==> src/rtl/tone_scheduler.sv <==
// Round-robin scheduler sharing one square-wave tone divider among NUM_REQ note sources.
// Each grant plays the winner's half-period for its duration in ms, then inserts a silent gap.
module tone_scheduler #(
  parameter int NUM_REQ     = 4,
  parameter int PERIOD_BITS = 16,
  parameter int DUR_BITS    = 12,
  parameter int GAP_MS      = 10
) (
  input  logic                            inputClock,
  input  logic                            reset_n,
  input  logic                            msTick,
  input  logic [NUM_REQ-1:0]              req,
  input  logic [NUM_REQ*PERIOD_BITS-1:0]  halfPeriod,
  input  logic [NUM_REQ*DUR_BITS-1:0]     duration,
  input  logic                            stop,
  output logic [NUM_REQ-1:0]              ack,
  output logic                            busy,
  output logic [$clog2(NUM_REQ)-1:0]      activeId,
  output logic                            toneOut,
  output logic                            done
);

  localparam int ID_W     = $clog2(NUM_REQ);
  localparam int GAP_BITS = (GAP_MS < 1) ? 1 : $clog2(GAP_MS + 1);
  localparam logic [GAP_BITS-1:0] GAP_LAST = (GAP_MS > 0) ? GAP_BITS'(GAP_MS - 1) : '0;

  typedef enum logic [1:0] {
    IDLE = 2'd0,
    PLAY = 2'd1,
    GAP  = 2'd2
  } state_t;

  state_t                  r_state;
  logic [NUM_REQ-1:0]      r_ack;
  logic                    r_busy;
  logic [ID_W-1:0]         r_activeId;
  logic                    r_toneOut;
  logic                    r_done;
  logic [ID_W-1:0]         r_ptr;
  logic [PERIOD_BITS-1:0]  r_halfLat;
  logic [DUR_BITS-1:0]     r_durLat;
  logic [PERIOD_BITS-1:0]  r_divCnt;
  logic [DUR_BITS-1:0]     r_msCnt;
  logic [GAP_BITS-1:0]     r_gapCnt;

  logic                    w_anyReq;
  logic [ID_W-1:0]         w_grantIdx;
  logic [ID_W:0]           w_sum;
  logic [ID_W-1:0]         w_cand;
  logic [NUM_REQ-1:0]      w_grantOneHot;
  logic [PERIOD_BITS-1:0]  w_selHalf;
  logic [DUR_BITS-1:0]     w_selDur;
  logic [DUR_BITS-1:0]     w_msNext;
  logic                    w_toneEnd;

  // Search upward from pointer+1 with wrap-around; the sum is one bit wider so it never overflows.
  always_comb begin
    w_anyReq   = 1'b0;
    w_grantIdx = '0;
    w_sum      = '0;
    w_cand     = '0;
    for (int k = 1; k <= NUM_REQ; k++) begin
      w_sum = {1'b0, r_ptr} + (ID_W+1)'(k);
      if (w_sum >= (ID_W+1)'(NUM_REQ)) begin
        w_sum = w_sum - (ID_W+1)'(NUM_REQ);
      end
      w_cand = w_sum[ID_W-1:0];
      if (!w_anyReq && req[w_cand]) begin
        w_anyReq   = 1'b1;
        w_grantIdx = w_cand;
      end
    end
  end

  always_comb begin
    w_grantOneHot = '0;
    w_selHalf     = '0;
    w_selDur      = '0;
    for (int i = 0; i < NUM_REQ; i++) begin
      if (w_grantIdx == ID_W'(i)) begin
        w_grantOneHot[i] = 1'b1;
        w_selHalf        = halfPeriod[i*PERIOD_BITS +: PERIOD_BITS];
        w_selDur         = duration[i*DUR_BITS +: DUR_BITS];
      end
    end
  end

  assign w_msNext  = r_msCnt + DUR_BITS'(1);
  assign w_toneEnd = (r_durLat == '0) || (msTick && (w_msNext == r_durLat));

  always_ff @(posedge inputClock or negedge reset_n) begin
    if (!reset_n) begin
      r_state    <= IDLE;
      r_ack      <= '0;
      r_busy     <= 1'b0;
      r_activeId <= '0;
      r_toneOut  <= 1'b0;
      r_done     <= 1'b0;
      r_ptr      <= ID_W'(NUM_REQ - 1);
      r_halfLat  <= '0;
      r_durLat   <= '0;
      r_divCnt   <= '0;
      r_msCnt    <= '0;
      r_gapCnt   <= '0;
    end else begin
      r_ack  <= '0;
      r_done <= 1'b0;
      case (r_state)
        IDLE: begin
          if (w_anyReq) begin
            r_state    <= PLAY;
            r_busy     <= 1'b1;
            r_ack      <= w_grantOneHot;
            r_activeId <= w_grantIdx;
            r_ptr      <= w_grantIdx;
            r_halfLat  <= w_selHalf;
            r_durLat   <= w_selDur;
            r_divCnt   <= '0;
            r_msCnt    <= '0;
            r_toneOut  <= 1'b0;
          end
        end
        PLAY: begin
          // stop wins over a completing msTick, and aborts without a done pulse
          if (stop) begin
            r_state   <= IDLE;
            r_busy    <= 1'b0;
            r_toneOut <= 1'b0;
          end else if (w_toneEnd) begin
            r_state   <= GAP;
            r_done    <= 1'b1;
            r_toneOut <= 1'b0;
            r_gapCnt  <= '0;
          end else begin
            if (msTick) begin
              r_msCnt <= w_msNext;
            end
            if (r_halfLat == '0) begin
              r_toneOut <= 1'b0;
            end else if (r_divCnt == (r_halfLat - PERIOD_BITS'(1))) begin
              r_toneOut <= ~r_toneOut;
              r_divCnt  <= '0;
            end else begin
              r_divCnt <= r_divCnt + PERIOD_BITS'(1);
            end
          end
        end
        GAP: begin
          r_toneOut <= 1'b0;
          if (stop || (GAP_MS == 0) || (msTick && (r_gapCnt == GAP_LAST))) begin
            r_state  <= IDLE;
            r_busy   <= 1'b0;
            r_gapCnt <= '0;
          end else if (msTick) begin
            r_gapCnt <= r_gapCnt + GAP_BITS'(1);
          end
        end
        default: begin
          r_state   <= IDLE;
          r_busy    <= 1'b0;
          r_toneOut <= 1'b0;
        end
      endcase
    end
  end

  assign ack      = r_ack;
  assign busy     = r_busy;
  assign activeId = r_activeId;
  assign toneOut  = r_toneOut;
  assign done     = r_done;

endmodule

==> config.mk <==
export PLATFORM = sky130hd
export DESIGN_NAME = tone_scheduler
export DESIGN_NICKNAME = d
export VERILOG_FILES = /design/src/rtl/tone_scheduler.sv
export SDC_FILE = /design/constraint.sdc
export NUM_CORES = 1
export LEC_CHECK = 0
export ABC_AREA = 0
export CELL_PAD_IN_SITES_DETAIL_PLACEMENT = 1
export CELL_PAD_IN_SITES_GLOBAL_PLACEMENT = 1
export CORE_ASPECT_RATIO = 0.5
export CORE_MARGIN = 3
export CORE_UTILIZATION = 33
export CTS_CLUSTER_SIZE = 28
export DETAILED_ROUTE_END_ITERATION = 10
export PLACE_DENSITY_LB_ADDON = 0.1
export SLEW_MARGIN = 5
export SYNTH_ARGS = -nofsm -noshare
export SYNTH_HDL_FRONTEND = slang
export SYNTH_SLANG_ARGS = --single-unit
==> constraint.sdc <==
create_clock -name inputClock -period 3.1 [get_ports inputClock]
set_input_delay 0.93 -clock inputClock [delete_from_list [all_inputs] [get_ports inputClock]]
set_output_delay 0.93 -clock inputClock [all_outputs]
set_load 0.05 [all_outputs]
; After elaboration in Yosys (flattened, before gate mapping)
; Index checks and enable logic that the tools add are counted.
[classes]
bitwise = 1
n_eq_ne = 19
reduce_logical = 23
n_lt_le_gt_ge = 8
n_addsub = 12
mux = 68
[op_table]
columns = op, count
row1 = two-way mux 16 bit, 9
row2 = two-way mux 12 bit, 8
row3 = case mux 16 bit (2 select lines), 1
row4 = two-way mux 2 bit, 12
row5 = two-way mux 4 bit, 6
row6 = case mux 12 bit (2 select lines), 1
row7 = two-way mux 1 bit, 23
row8 = "adder 16 x 1 -> 16 bit, second input constant", 1
row9 = == test 16 bit, 1
row10 = logical NOT 16 bit, 1
row11 = "!= test 2 bit, second input constant", 8
row12 = "subtractor 16 x 1 -> 16 bit, second input constant", 1
row13 = "adder 12 x 1 -> 12 bit, second input constant", 1
row14 = == test 12 bit, 1
row15 = "greater-or-equal comparator 3 bit, second input constant", 4
row16 = logical NOT 12 bit, 1
row17 = "less-than comparator 2 x 3 -> 1 bit, second input constant", 4
row18 = AND reduction 5 bit, 2
row19 = binary-select mux 1 bit (select 2 bit), 4
row20 = case mux 4 bit (2 select lines), 1
row21 = "subtractor 2 x 1 -> 2 bit, second input constant", 4
row22 = "adder 2 x 2 -> 3 bit, second input constant", 2
row23 = "== test 2 bit, second input constant", 3
row24 = "!= test 3 bit, second input constant", 2
row25 = other kinds (18), 30
[word_totals]
wordCells = 143
reg_bits = 73
inputBits = 120

; Longest topological paths before layout
[logic_depth]
word_depth = 20
mapped_depth = 11
mapped_depth_nobuf = 10

; Worst setup path after synthesis
; Ideal clock, no wire load.
[synth_timing]
path_type = input to register
from = input port r_msCnt[0]
to = register r_divCnt[10]
path_stages = 12
slack_ns = 0.088
arrival_ns = 2.891
cell_sequence = dfrtp_1 ha_1 clkbuf_1 nand3_1 o21ai_0 nand4_1 or4_4 o311a_4 o21ai_4 nor2_2 buf_6 a22o_1
[synth_between]
elab_chain_cells = 6
[synth_rtl]
columns = item, line_no
row1 = "start, declared", 43  ; logic [DUR_BITS-1:0] r_msCnt;
row2 = adder 12 x 1 -> 12 bit, 88  ; assign w_msNext = r_msCnt + DUR_BITS'(1);
row3 = == test 12 bit, 89  ; assign w_toneEnd = (r_durLat == '0) || (msTick && (w_msNext == r_durLat));
row4 = logical AND 1 bit, 89
row5 = logical OR 1 bit, 89
row6 = != test 2 bit (no source line), --
row7 = AND reduction 5 bit (no source line), --
row8 = "end signal, assigned", 144  ; r_divCnt <= r_divCnt + PERIOD_BITS'(1);
row9 = "end, declared", 42  ; logic [PERIOD_BITS-1:0] r_divCnt;
; No other way between the ends.
; A chain may end at the register's enable or synchronous reset.

; Worst setup path in the final report
[layout_timing]
from = input port r_msCnt[1]
to = register r_toneOut (netlist: toneOut)
[layout_between]
elab_chain_cells = 7
word_cells_on_any_way = 9
[layout_rtl]
columns = item, line_no
row1 = adder 12 x 1 -> 12 bit *, 88
row2 = == test 12 bit *, 89
row3 = logical AND 1 bit *, 89
row4 = logical OR 1 bit *, 89
row5 = two-way mux 1 bit, 129  ; end else if (w_toneEnd) begin
row6 = two-way mux 1 bit, 125  ; if (stop) begin
row7 = case mux 1 bit (2 select lines), 108  ; case (r_state)
row8 = "end signal, assigned", 141  ; r_toneOut <= ~r_toneOut;
row9 = "end, declared", 37  ; logic r_toneOut;
; Mark *: on every way between the ends. The rest lies on a longest branch, timed or not.

==> impl_results.md <==
* Outcome: finished clean
* GRT overflow at 0
* Register area share after synthesis at 0.350
* Max incr delay on CP at around 500 ps
* Total GRT Usage at 0.203
* Vias in the first global route at ~6k
* RD Place Congestion at 0.821
* Worst setup margin at 126 ps
* Via count at between 5k and 6k
* Min cycle time layout at 2970 ps
* Clock root buffer: clkbuf_16
* Hold_buf cts at 0
* Pin count of the biggest net entering global routing at 49
* Most common cell after layout, fill and taps aside: clkdlybuf4s50_1
* Core box area at 0.0150 sq mm
* Sink Count at 73
* Initial antenna violation count at 0
* Num rows at 31
* Critical path start-end classification: flop to flop
* Pwr/cell area at between 700 and 800 mW/mm^2
* Max-cap viol count at 0
* Hold Crit Class: flop to flop
* Fmax at 336 MHz
* Critical Path AT at roughly 3200 ps
* Worst path bufs/invs at 1
* Avg WL per Cell at ~17 um
* Post-DR vias/cell at between 5 and 6
* Layout cells sized above 1 at 0.0998
* Maximum clock skew at final layout at about 5.3 ps
* Syn Nets at roughly 830
* Post-layout util at 0.490
* Final hold vios at 0
* Headroom to the max-slew limit at 0.310
* Actual slew at the worst max-slew pin at 1030 ps
* Final ANT Viol Nets at 0
* Mapped Cells at 702
* Cells along the critical path: ha_1 > xnor2_1 > or4_1 > and4_1 > or4_4 > o311a_4 > o21ai_4 > buf_4 > o21ai_0 > a32o_1
* CP max stage cell: or4_4
* CP max FO at 6
* Number of flops mapped to enable cells by yosys at 0
* Final period util at 0.959
* Most frequent cells in the layout: clkdlybuf4s50_1 (127), nand2_1 (113), nor2_1 (107)
* Maximum vdd ir drop at about 0.00036 V
* Setup crit start kind: flop
* First-pass GRT wire length at around 29000 um
* Port Buffers at 128
* DRC violations left at 0
* # IOs at 129
* ANT cells at 0
* Post-synth top flop: dfrtp_1
* Max-slew violations at 0
* CP required at 3330 ps
* Clk pin slew, worst setup/hold paths at 60 ps
* Setup-failing EPs final at 0
* H-Tree Depth at 3
* Clk Latency, worst-skew pair at 340 ps
* Top cell family by delay on the critical path: simple AND/OR/NAND/NOR gates
* Synthesized cell area at 0.00523 sq mm
* Fraction of registers with async set/reset at 1.00
* Final net count at roughly 970
* Leak at 3.13 nW
* Final wirelength at ~18000 um
* DP Wirelength at 13500 um
* Initial core utilization at 0.349
* Place WS at -189 ps
* CTS tree: yes
* Die X at around 180 um
* Post-synthesis register bit count at 73
* Layout area overhead at 40.3%
* Synth unique cells at 64
* CTS Buf Count at 9
* First DRT Iteration DRCs at roughly 280
* Die Ht at 95.0 um
* Synth Warn # at 0
* Postcts setup bufs at 0
* Crit end category: flop
* Die footprint at ~0.017 sq mm
* Syn avg cell area at 7.45 sq um
* Drt first pass iters at 4
* CTS max path bufs at 2
* RSZ-0062 raised after global routing: false
through the flow:
stage / power (mW) / TNS [ps] / hold WS (ps) / area, sq um / cells
detailed placement: 4.50 / -2560 / 482 / 6990 / 1034
floorplan: 3.41 / 0 / 482 / 5230 / 702
global route: 6.15 / 0 / 543 / 7330 / 1050
global placement: 4.40 / -1540 / 472 / 6990 / 1034
CTS: 5.69 / 0 / 494 / 7320 / 1050
finish: 5.65 / 0 / 483 / 7330 / 1050
sequential cells by signal (all words and copies together) (netlist names):
name       cells
done           1
r_ptr          2
r_halfLat     16
r_divCnt      16
r_msCnt       12
toneOut        1
activeId       2
r_durLat      12
ack            4
r_gapCnt       4
busy           1
r_state        2
worst paths after layout:
kind	from	end	slack [ps]	depth (start not counted)
hold reg to reg	activeId[1]	activeId[1]	480	2
setup reg to reg	r_msCnt[1]	toneOut	130	10
setup / recovery	r_msCnt[1]	toneOut	130	10
hold / removal	activeId[1]	activeId[1]	480	2
min in group asynchronous	reset_n	r_msCnt[4]	600	1
max in group asynchronous	reset_n	r_halfLat[9]	1890	2
logic make-up (layout without fill, tap and decap cells):
logic type,after synthesis,count (layout),share of synthesized area
compound gates,175,175,0.215
xor+xnor,25,25,0.0419
fa+ha+maj,5,5,0.0120
buf+inv,56,206,0.0440
flops,73,73,0.350
mux,3,3,0.00622
simple gates,365,365,0.331
area by class of cell:
| type | count | area (sq um) |
|---|---|---|
| Timing Repair Buffer | 174 | 1660 |
| Tap cell | 198 | 248 |
| Inverter | 16 | 60.1 |
| Clock buffer | 15 | 298 |
| Multi-Input combinational cell | 573 | 3210 |
| Clock inverter | 1 | 30.0 |
| Fill cell | 1827 | 7640 |
| Sequential cell | 73 | 1830 |
routing by layer:
| layer | global-route usage | part of all wire | up-vias | wire length, um |
|---|---|---|---|---|
| li1 | - | - | 2776 | - |
| met1 | 0.251 | 0.44 | 2788 | 7920 |
| met2 | 0.370 | 0.51 | 75 | 9190 |
| met3 | 0.0438 | 0.032 | 21 | 564 |
| met4 | 0.0421 | 0.011 | 0 | 200 |
| met5 | 0 | 0 | - | 0 |
cells in the mapped netlist, types with 5 or more instances:
cell type  number  share of area
nand2_1       113          0.081
nor2_1        107          0.077
o21ai_0        87          0.083
dfrtp_1        71           0.34
nand3_1        38          0.036
clkbuf_1       31          0.022
and3_1         19          0.023
inv_1          16          0.011
a22o_1         15          0.025
xor2_1         15          0.025
nor2b_1        14          0.017
nor3_1         14          0.013
nor4_1         14          0.017
a21oi_1        13          0.012
o31ai_1        11          0.016
xnor2_1        10          0.017
nand4_1         8         0.0096
o211ai_1        8          0.011
a31oi_1         7         0.0084
nand2b_1        7         0.0084
and2_1          5         0.0060
and4_1          5         0.0084
ha_1            5          0.012
o21a_1          5         0.0072
worst register-to-register path, stage by stage (launching register included):
cell and delay [ps]:
dfrtp_1 420, ha_1 230, xnor2_1 130, or4_1 420
and4_1 190, or4_4 510, o311a_4 370, o21ai_4 170
buf_4 150, o21ai_0 70, a32o_1 210
power breakdown:
part	total [mW]	internal [mW]	switching [mW]	leakage [nW]
sequential	1.62	1.24	0.373	0.943
clock	1.14	0.734	0.403	0.162
combinational	2.89	1.18	1.72	2.03
what timing repair did:
item                                    in CTS  in global routing
pin swaps                                    0                  1
gates resized for setup                      2                  3
endpoints found under the setup margin      16                 32
Note: power is estimated with default switching activity, not from simulation.
